==> src/rtl/lsu_wb_stage_pkg.sv <==
// Shared definitions for the memory/write-back stage.
//  - register bus widths and the zero word
//  - execute-op kind encodings
//  - load/store funct3 codes
//  - FSM state encodings
//  - alignment helper used when a load/store is accepted
package lsu_wb_stage_pkg;

   localparam int REG_BUS_W  = 32;
   localparam int REG_ADDR_W = 5;
   localparam logic [REG_BUS_W-1:0] ZERO_WORD = '0;

   typedef enum logic [1:0] {
      KIND_ALU   = 2'd0,
      KIND_LOAD  = 2'd1,
      KIND_STORE = 2'd2,
      KIND_NOP   = 2'd3
   } kind_e;

   localparam logic [2:0] F3_B  = 3'b000;
   localparam logic [2:0] F3_H  = 3'b001;
   localparam logic [2:0] F3_W  = 3'b010;
   localparam logic [2:0] F3_BU = 3'b100;
   localparam logic [2:0] F3_HU = 3'b101;

   typedef enum logic [1:0] {
      ST_IDLE = 2'd0,
      ST_BUS  = 2'd1,
      ST_WB   = 2'd2
   } state_e;

   // funct3[1:0] carries the access size for both loads and stores:
   // bytes are always aligned, halves need addr[0]=0, words need addr[1:0]=00.
   function automatic logic is_aligned(input logic [2:0] funct3, input logic [1:0] addr_lo);
      case (funct3[1:0])
         2'b00:   return 1'b1;
         2'b01:   return ~addr_lo[0];
         default: return (addr_lo == 2'b00);
      endcase
   endfunction

endpackage

==> src/rtl/lsu_wb_stage_load_align.sv <==
// Load data alignment (combinational).
//  rdata   : raw read word from the data bus
//  addr_lo : byte offset of the load within the word
//  funct3  : load size/sign (LB, LH, LW, LBU, LHU)
//  data    : selected lane, sign- or zero-extended to the register width
module lsu_wb_stage_load_align
   import lsu_wb_stage_pkg::*;
(
   input  logic [31:0] rdata,
   input  logic [1:0]  addr_lo,
   input  logic [2:0]  funct3,
   output logic [31:0] data
);

   logic [7:0]  byte_lane;
   logic [15:0] half_lane;

   always_comb begin
      byte_lane = rdata[7:0];
      case (addr_lo)
         2'd0: byte_lane = rdata[7:0];
         2'd1: byte_lane = rdata[15:8];
         2'd2: byte_lane = rdata[23:16];
         2'd3: byte_lane = rdata[31:24];
         default: byte_lane = rdata[7:0];
      endcase
      // halfwords are only ever at offset 0 or 2 once alignment is enforced
      half_lane = addr_lo[1] ? rdata[31:16] : rdata[15:0];
   end

   always_comb begin
      data = rdata;
      case (funct3)
         F3_B:    data = {{24{byte_lane[7]}}, byte_lane};
         F3_BU:   data = {24'd0, byte_lane};
         F3_H:    data = {{16{half_lane[15]}}, half_lane};
         F3_HU:   data = {16'd0, half_lane};
         default: data = rdata;
      endcase
   end

endmodule

==> src/rtl/lsu_wb_stage.sv <==
// Memory/write-back stage.
//  Accepts one ALU/LOAD/STORE/NOP op per ex_valid & ex_ready handshake.
//  ALU results are written to the register file the next cycle; loads and stores
//  run one data-bus transaction (held stable until bus_ack), loads then spend one
//  WB cycle driving the write port. Misaligned accesses are dropped with a
//  one-cycle misalign pulse. we/waddr/wdata double as the forwarding source.
// Ports:
//  clk, rst (async, active low)
//  ex_valid/ex_ready/ex_kind/ex_funct3/ex_rd/ex_result/ex_sdata : execute-side op
//  bus_req/bus_we/bus_addr/bus_be/bus_wdata/bus_ack/bus_rdata   : data bus
//  we/waddr/wdata : register file write port; misalign : dropped-access pulse
module lsu_wb_stage
   import lsu_wb_stage_pkg::*;
#(
   parameter int DATA_W = REG_BUS_W,
   parameter int ADDR_W = 32,
   parameter int REG_AW = REG_ADDR_W
) (
   input  logic              clk,
   input  logic              rst,
   input  logic              ex_valid,
   output logic              ex_ready,
   input  logic [1:0]        ex_kind,
   input  logic [2:0]        ex_funct3,
   input  logic [REG_AW-1:0] ex_rd,
   input  logic [DATA_W-1:0] ex_result,
   input  logic [DATA_W-1:0] ex_sdata,
   output logic              bus_req,
   output logic              bus_we,
   output logic [ADDR_W-1:0] bus_addr,
   output logic [3:0]        bus_be,
   output logic [DATA_W-1:0] bus_wdata,
   input  logic              bus_ack,
   input  logic [DATA_W-1:0] bus_rdata,
   output logic              we,
   output logic [REG_AW-1:0] waddr,
   output logic [DATA_W-1:0] wdata,
   output logic              misalign
);

   state_e state, state_next;

   logic              accept;
   kind_e             kind;
   logic              is_mem;
   logic              aligned;
   logic              start_bus;
   logic              drop_mem;
   logic              bus_done;

   logic              pend_load;
   logic [2:0]        pend_f3;
   logic [1:0]        pend_lo;
   logic [REG_AW-1:0] pend_rd;

   logic [3:0]        store_be;
   logic [DATA_W-1:0] store_data;
   logic [DATA_W-1:0] load_data;

   assign kind      = kind_e'(ex_kind);
   assign accept    = ex_valid & ex_ready;
   assign is_mem    = (kind == KIND_LOAD) || (kind == KIND_STORE);
   assign aligned   = is_aligned(ex_funct3, ex_result[1:0]);
   assign start_bus = accept & is_mem & aligned;
   assign drop_mem  = accept & is_mem & ~aligned;
   // ack only counts while a request is actually outstanding
   assign bus_done  = (state == ST_BUS) & bus_ack;

   // bus_req comes straight from the state so reset removes it without waiting for a clock
   assign bus_req = (state == ST_BUS);

   always_ff @(posedge clk or negedge rst) begin
      if (!rst) state <= ST_IDLE;
      else      state <= state_next;
   end

   always_comb begin
      state_next = state;
      ex_ready   = 1'b0;
      case (state)
         ST_IDLE: begin
            ex_ready = 1'b1;
            if (start_bus) state_next = ST_BUS;
         end
         ST_BUS: begin
            if (bus_ack) state_next = pend_load ? ST_WB : ST_IDLE;
         end
         ST_WB:   state_next = ST_IDLE;
         default: state_next = ST_IDLE;
      endcase
   end

   // Byte-lane steering: narrow stores are replicated across the word so the
   // byte enables alone select the target lane.
   always_comb begin
      store_be   = 4'b1111;
      store_data = ex_sdata;
      case (ex_funct3[1:0])
         2'b00: begin
            store_be   = 4'b0001 << ex_result[1:0];
            store_data = {4{ex_sdata[7:0]}};
         end
         2'b01: begin
            store_be   = 4'b0011 << ex_result[1:0];
            store_data = {2{ex_sdata[15:0]}};
         end
         default: begin
            store_be   = 4'b1111;
            store_data = ex_sdata;
         end
      endcase
   end

   lsu_wb_stage_load_align u_load_align (
      .rdata   (bus_rdata),
      .addr_lo (pend_lo),
      .funct3  (pend_f3),
      .data    (load_data)
   );

   // Transaction capture; values are frozen for the whole BUS state.
   always_ff @(posedge clk or negedge rst) begin
      if (!rst) begin
         pend_load <= 1'b0;
         pend_f3   <= 3'd0;
         pend_lo   <= 2'd0;
         pend_rd   <= '0;
         bus_we    <= 1'b0;
         bus_addr  <= '0;
         bus_be    <= 4'd0;
         bus_wdata <= '0;
      end else if (start_bus) begin
         pend_load <= (kind == KIND_LOAD);
         pend_f3   <= ex_funct3;
         pend_lo   <= ex_result[1:0];
         pend_rd   <= ex_rd;
         bus_we    <= (kind == KIND_STORE);
         bus_addr  <= {ex_result[ADDR_W-1:2], 2'b00};
         bus_be    <= (kind == KIND_STORE) ? store_be : 4'd0;
         bus_wdata <= (kind == KIND_STORE) ? store_data : '0;
      end
   end

   // Write port: we is a single-cycle strobe, suppressed for x0.
   always_ff @(posedge clk or negedge rst) begin
      if (!rst) begin
         we       <= 1'b0;
         waddr    <= '0;
         wdata    <= ZERO_WORD;
         misalign <= 1'b0;
      end else begin
         we       <= 1'b0;
         misalign <= drop_mem;
         if (accept && kind == KIND_ALU) begin
            we    <= (ex_rd != '0);
            waddr <= ex_rd;
            wdata <= ex_result;
         end else if (bus_done && pend_load) begin
            we    <= (pend_rd != '0);
            waddr <= pend_rd;
            wdata <= load_data;
         end
      end
   end

endmodule

==> config.mk <==
export PLATFORM = sky130hd
export DESIGN_NAME = lsu_wb_stage
export DESIGN_NICKNAME = d
export VERILOG_FILES = /design/src/rtl/lsu_wb_stage_pkg.sv /design/src/rtl/lsu_wb_stage_load_align.sv /design/src/rtl/lsu_wb_stage.sv
export SDC_FILE = /design/constraint.sdc
export NUM_CORES = 1
export LEC_CHECK = 0
export CELL_PAD_IN_SITES_DETAIL_PLACEMENT = 2
export CELL_PAD_IN_SITES_GLOBAL_PLACEMENT = 2
export CORE_AREA = 2 2 110 139
export CTS_BUF_LIST = sky130_fd_sc_hd__clkbuf_8
export DETAILED_ROUTE_END_ITERATION = 12
export DIE_AREA = 0 0 112 141
export DONT_BUFFER_PORTS = 1
export PLACE_DENSITY = 0.95
export RECOVER_POWER = 25
export SETUP_SLACK_MARGIN = 0.5
export SLEW_MARGIN = 20
export SYNTH_ARGS = -nofsm -noshare
export SYNTH_HDL_FRONTEND = slang
export SYNTH_HIERARCHICAL = 1
export SYNTH_SLANG_ARGS = --single-unit
==> constraint.sdc <==
create_clock -name clk -period 3.39 [get_ports clk]
set_clock_uncertainty 0.15 [all_clocks]
set_input_delay 0.1695 -clock clk [delete_from_list [all_inputs] [get_ports clk]]
set_output_delay 0.1695 -clock clk [all_outputs]
set_load 0.005 [all_outputs]
### Word level (Yosys, flattened, before mapping)

Cells that the tools add are included.

* equal/unequal tests: 12
* shift-type cells: 2
* muxes and demuxes: 19
* bitwise operators: 7
* reduce and logical (&&, ||, !) cells: 13

Operator list (number)
* 32-bit case mux with 4 select lines: 1
* 32-bit two-way mux: 3
* 32-bit case mux with 2 select lines: 1
* 8-bit case mux with 4 select lines: 1
* 16-bit two-way mux: 1
* 2-bit logical NOT: 5
* 5-bit two-way mux: 2
* 5-bit nonzero test: 2
* 2-bit by 1-bit equality test with 1-bit output (second input constant): 4
* 4-bit case mux with 2 select lines: 1
* 2-bit equality test (second input constant): 3
* 3-bit equality test (second input constant): 2
* 2-bit two-way mux: 3
* 1-bit bitwise AND: 5
* 4-bit two-way mux: 1
* 2-bit case mux with 2 select lines: 1
* 1-bit by 2-bit left shift with 4-bit output (first input constant): 1
* 2-bit by 2-bit left shift with 4-bit output (first input constant): 1
* 3-bit by 1-bit equality test with 1-bit output (second input constant): 1
* 3-bit logical NOT: 1
* 1-bit two-way mux: 3
* 1-bit logical AND: 2
* 2-bit by 1-bit inequality test with 1-bit output (second input constant): 1
* 2-bit inequality test (second input constant): 1
* 5 further kinds: 6

* register bits: 119
* input bits: 110
* output and inout bits: 110
* logic and storage cells: 66

### Depth between registers and ports, before layout

* depth in word-level cells: 7
* depth in mapped cells: 8
* gate-level depth less buffers: 6

### Hierarchy

The synthesis kept the hierarchy.

Modules (own cells, without submodules)
* lsu_wb_stage: instances 1, cells an instance 454, area each 5457.7 sq um, sequential area each 2977.9 sq um
* lsu_wb_stage_load_align: instances 1, cells an instance 111, area each 668.1 sq um, sequential area each 0.0 sq um

### Least setup slack after synthesis

Ideal clock, no wire load.

* kind: register -> register
* start: reg pend_lo[1]
* end: reg wdata[10]
* setup time: 127 ps
* arrival time: 1714 ps
* required time: 3113 ps
* path slack: 1399 ps
* cell stages (with the launch flop): 7
* buffers on the path: 1
* clock period less this slack: 1991 ps
* cell sequence: dfrtp_1 > mux4_2 > and3b_1 > clkbuf_1 > a221o_1 > a22oi_1 > o21ai_1

* longest elaborated chain between the ends: 5
* elaborated cells on any way between the ends: 9
* those cells by class: eq/ne: 3; mux: 5; reduce/logical: 1

Ends and longest elaborated chain
* start, declared: line lsu_wb_stage.sv:53 `logic [1:0] pend_lo;`
* start signal, assigned: line lsu_wb_stage.sv:135 `pend_lo <= ex_result[1:0];`
* 2-bit equality test, or another cell as far along: line lsu_wb_stage_load_align.sv:20 `case (addr_lo)`
* 8-bit case mux with 4 select lines: line lsu_wb_stage_load_align.sv:20
* 32-bit case mux with 4 select lines (*): line lsu_wb_stage_load_align.sv:33 `case (funct3)`
* via load_data[10]: line lsu_wb_stage.sv:58 `logic [DATA_W-1:0] load_data;`
* 32-bit two-way mux (*): line lsu_wb_stage.sv:158 `end else if (bus_done && pend_load) begin`
* 32-bit two-way mux (*): line lsu_wb_stage.sv:154 `if (accept && kind == KIND_ALU) begin`
* end signal, assigned: line lsu_wb_stage.sv:157 `wdata <= ex_result;`
* end signal, assigned: line lsu_wb_stage.sv:161 `wdata <= load_data;`
* end, declared: line lsu_wb_stage.sv:37 `output logic [DATA_W-1:0] wdata,`

The timed path passes the listed nets; every way through them passes the cells marked *. The select of a mux whose other input is x is not followed.
A chain may end at the register's enable or synchronous reset.

### Worst setup path after layout

* start: reg pend_lo[1]
* end: reg wdata[6]

Same word-level chain as after synthesis.

==> key figures <==
Floorplan
  • Count of boundary I/O pins: 220
  • Area of the die: about 16000 µm²
  • Die boundary height: about 140 µm
  • Horiz. Die Dim: roughly 110 µm
  • FP Rows: 50
  • Starting Density: a little over two fifths
  • Core ar.: 14640 µm²

Job
  • Maxcap violations: 0

Synth
  • Number of flops mapped to enable cells by yosys: 0
  • Share of synthesized flip-flops with an asynchronous set or reset: 100.0%
  • Flop and latch count out of synthesis: roughly 120
  • Dominant cell type by area after synthesis: sky130_fd_sc_hd__dfrtp_1
  • Sequential cell area fraction in the yosys report: between 40% and 50%
  • Count of different cell masters after synthesis: 45
  • Combined area of all synthesized cells: 6126 µm²
  • Post-synth top area share: 48.61%
  • Synthesized instance count: 565
  • Synthesized area divided by synthesized cell count: between 10 and 15 µm²
  • YS warnings: 6
  • Most frequently used flop master after synthesis: sky130_fd_sc_hd__dfrtp_1
  • Leading post-synthesis cells by cell area: sky130_fd_sc_hd__dfrtp_1 (49%), sky130_fd_sc_hd__mux2_2 (13%), sky130_fd_sc_hd__a22oi_1 (5.4%)

Place
  • DP HPWL: 14.38 mm
  • Number of buffer cells added on primary ports: 0
  • Pre-CTS setup slack: 805.4 ps
  • Instance count after placement with tap cells included: between 700 and 800
  • Routability Congestion: 0.8454

Pwr
  • PnR Total Power: around 0.0050 W
  • Maximum ir drop on the vdd rail: around 230 µV
  • Leakage dissipation: between 3 and 4 nW
  • Total power divided by cell area: approximately 650 nW/µm²

Global route
  • Met2 track demand over resource in global routing: roughly three fifths
  • Met1 track utilization from global routing: between 30% and 40%
  • Number of antenna violations at the first check in global routing: 4
  • Met3 usage in global routing: between 10% and 20%
  • Aggregate global routing overflow: 0
  • Vias in the first global route: approximately 6200
  • Pin count of the biggest net entering global routing: 120
  • Gr usage total: about a third
  • First-pass GRT wire length: 40.38 mm
  • Busiest metal layer after global routing: met2

CTS
  • Largest buffer count on any clock path: 2
  • CTS tree: yes
  • Number of sinks handled by clock tree synthesis: between 100 and 150
  • Deepest level of the CTS H-tree: 4
  • Clock root buffer: sky130_fd_sc_hd__clkbuf_8
  • Clock buffers created by TritonCTS: 17
  • CTS clock-pin slew for the worst setup and hold paths: about 90 ps
  • Clock latency at the later pin of the worst-skew pair: ~450 ps

Cells and area
  • Most frequent cells in the layout: sky130_fd_sc_hd__dfrtp_1 (117), sky130_fd_sc_hd__dlygate4sd3_1 (110), sky130_fd_sc_hd__mux2_2 (69)
  • Synth-to-layout area growth: 25.61%
  • Area taken by flip-flops and latches: approximately 3000 µm²
  • Proportion of layout cells with a drive suffix above 1: around a fifth
  • Non-filler instance count after layout: approximately 860
  • Leading cell type in the layout, fill and taps excluded: sky130_fd_sc_hd__dfrtp_1
  • Count of filler cells inserted in the layout: roughly 1400
  • Multi-input gate area in the final layout: 2670 µm²
  • NumNets Final: 772

Critical path
  • Endpoint type of the worst setup path: flop
  • Worst setup SP type: flop
  • Crit Path Max Fanout: 23
  • Cells along the critical path: inv_1 > nor2_1 > a22oi_1 > o21ai_1 > a22oi_1 > dlygate4sd3_1 > o21ai_1
  • Startpoint-to-endpoint class of the critical path: flop to flop
  • Standard cell with the maximum stage delay on the critical path: sky130_fd_sc_hd__dfrtp_2
  • Crit Reg-Reg Startpoint: pend_lo[1]
  • Worst setup startpoint: pend_lo[1]
  • Critical register-to-register path endpoint: wdata[6]
  • CP Data Required Time: between 3000 and 4000 ps
  • Arrival time worst endpoint: ~2900 ps
  • Worst stage delay on the critical path: ~650 ps
  • Endpoint of the worst setup timing path: wdata[6]
  • Cell depth of the worst flop-to-flop path: 7
  • Worst-case register-to-register setup slack: around 680 ps

Route
  • Antenna violation net count after detailed routing: 0
  • Via count of the routed design: 5317
  • Wire length per cell: 31.58 µm
  • Drt drc: 0
  • Routed via count divided by cell count: just over 6
  • Post-Route WL: roughly 27 mm
  • DRC marker count from the first detailed-route iteration: 360
  • Router iterations before antenna repair: 5

STA
  • Count of endpoints failing hold in the final timing report: approximately 120
  • Highest attainable clock frequency: between 300 and 400 MHz
  • Headroom to the max-slew limit: about 36%
  • Worst-margin pin slew: about 960 ps
  • Final cycle utilization of the critical path: 80.05%
  • Number of endpoints failing setup at the final stage: 0
  • Final TNS setup: 0 ps
  • Pins Over Slew Limit: 0
  • Setup repair after global routing missed its margin: no
  • Final critical-path setup slack: 676.4 ps
  • Final Hold Slack: -753.0 ps
  • Crit path time final: ~2700 ps

Hold path
  • Worst Hold Class: primary input to asynchronous set/reset pin

Outcome
  • Outcome: finished with violations
  • Failing checks: hold timing
## report_power, final
part / switching [W] / internal, W / total [W]
clock network: 0.000678 / 0.000753 / 0.00143
registers: 0.000470 / 0.00182 / 0.00229
logic: 0.000704 / 0.000607 / 0.00131
## layer usage
layer / part of all wire, % / vias to the layer above
met5: 0 / -
met4: 5.5 / 0
met1: 33 / 2712
met3: 8.4 / 99
li1: - / 2171
met2: 53 / 335
## kinds of logic after synthesis
group           share of synthesized area [%]
compound gates                          16.89
fa+ha+maj                              0.6128
buf+inv                                 8.068
flops                                   48.61
mux                                     17.14
other cells                           0.06122
simple gates                            8.619
## how the worst min path moves through the flow
stage	startpoint	to	slack [ps]	cells past startpoint
after floorplan	rst	bus_addr[10]	-280	0
after global placement	rst	bus_addr[18]	-270	0
after detailed placement	rst	bus_addr[21]	-270	0
after CTS	rst	bus_addr[18]	-770	0
after global routing	rst	bus_addr[20]	-790	0
final	rst	bus_addr[21]	-750	0
## cells in the mapped netlist (all sizes together) (2+ instances only)
cell type  number
dfrtp         119
mux2           69
o21ai          57
inv            51
a22oi          44
nand2          44
buf            27
mux2i          25
a21o           18
clkbuf         16
a21oi          13
nor2           13
nor2b          10
nand2b          9
a221o           8
or3b            8
a211oi          7
ha              3
o21bai          3
or4             3
a31oi           2
clkinv          2
## sequential cells by signal, indices dropped and copies added (netlist names)
name and cells:
wdata 32, pend_lo 2, bus_wdata 32, bus_addr 30, waddr 5, pend_f3 3
bus_we 1, pend_rd 5, bus_be 4, misalign 1, we 1, state 2
pend_load 1
## critical path: cells and delay by family, from the launching register on
family / cells / cell delay [ps]
AOI/OAI and AO/OA: 4 / 610
DFF: 1 / 650
and+or+nand+nor: 1 / 450
buffers and inverters: 2 / 770
## final cells by class
type / instances / share of cell area, %
Multi-Input combinational cell: 351 / 34.70
Timing Repair Buffer: 117 / 15.41
Clock inverter: 14 / 2.260
Tap cell: 182 / 2.959
Antenna cell: 4 / 0.1301
Inverter: 53 / 2.585
Clock buffer: 18 / 3.220
Sequential cell: 119 / 38.73
## timing repair
| item | in CTS | in global routing |
|---|---|---|
| endpoints found under the hold margin | 231 | 120 |
| gates resized for setup | 0 | 5 |
| setup endpoints to repair | 0 | 7 |
| hold buffers | 109 | 1 |
| setup buffers | 0 | 0 |
## metrics by stage
step | cell area, µm² | util (%)
2_1_floorplan | 6130 | -
3_3_place_gp | 6121 | 41.81
3_5_place_dp | 6148 | 42.00
4_1_cts | 7661 | 52.33
5_1_grt | 7695 | 52.56
6_report | 7695 | 52.56
(Power assumes the default switching activity.)
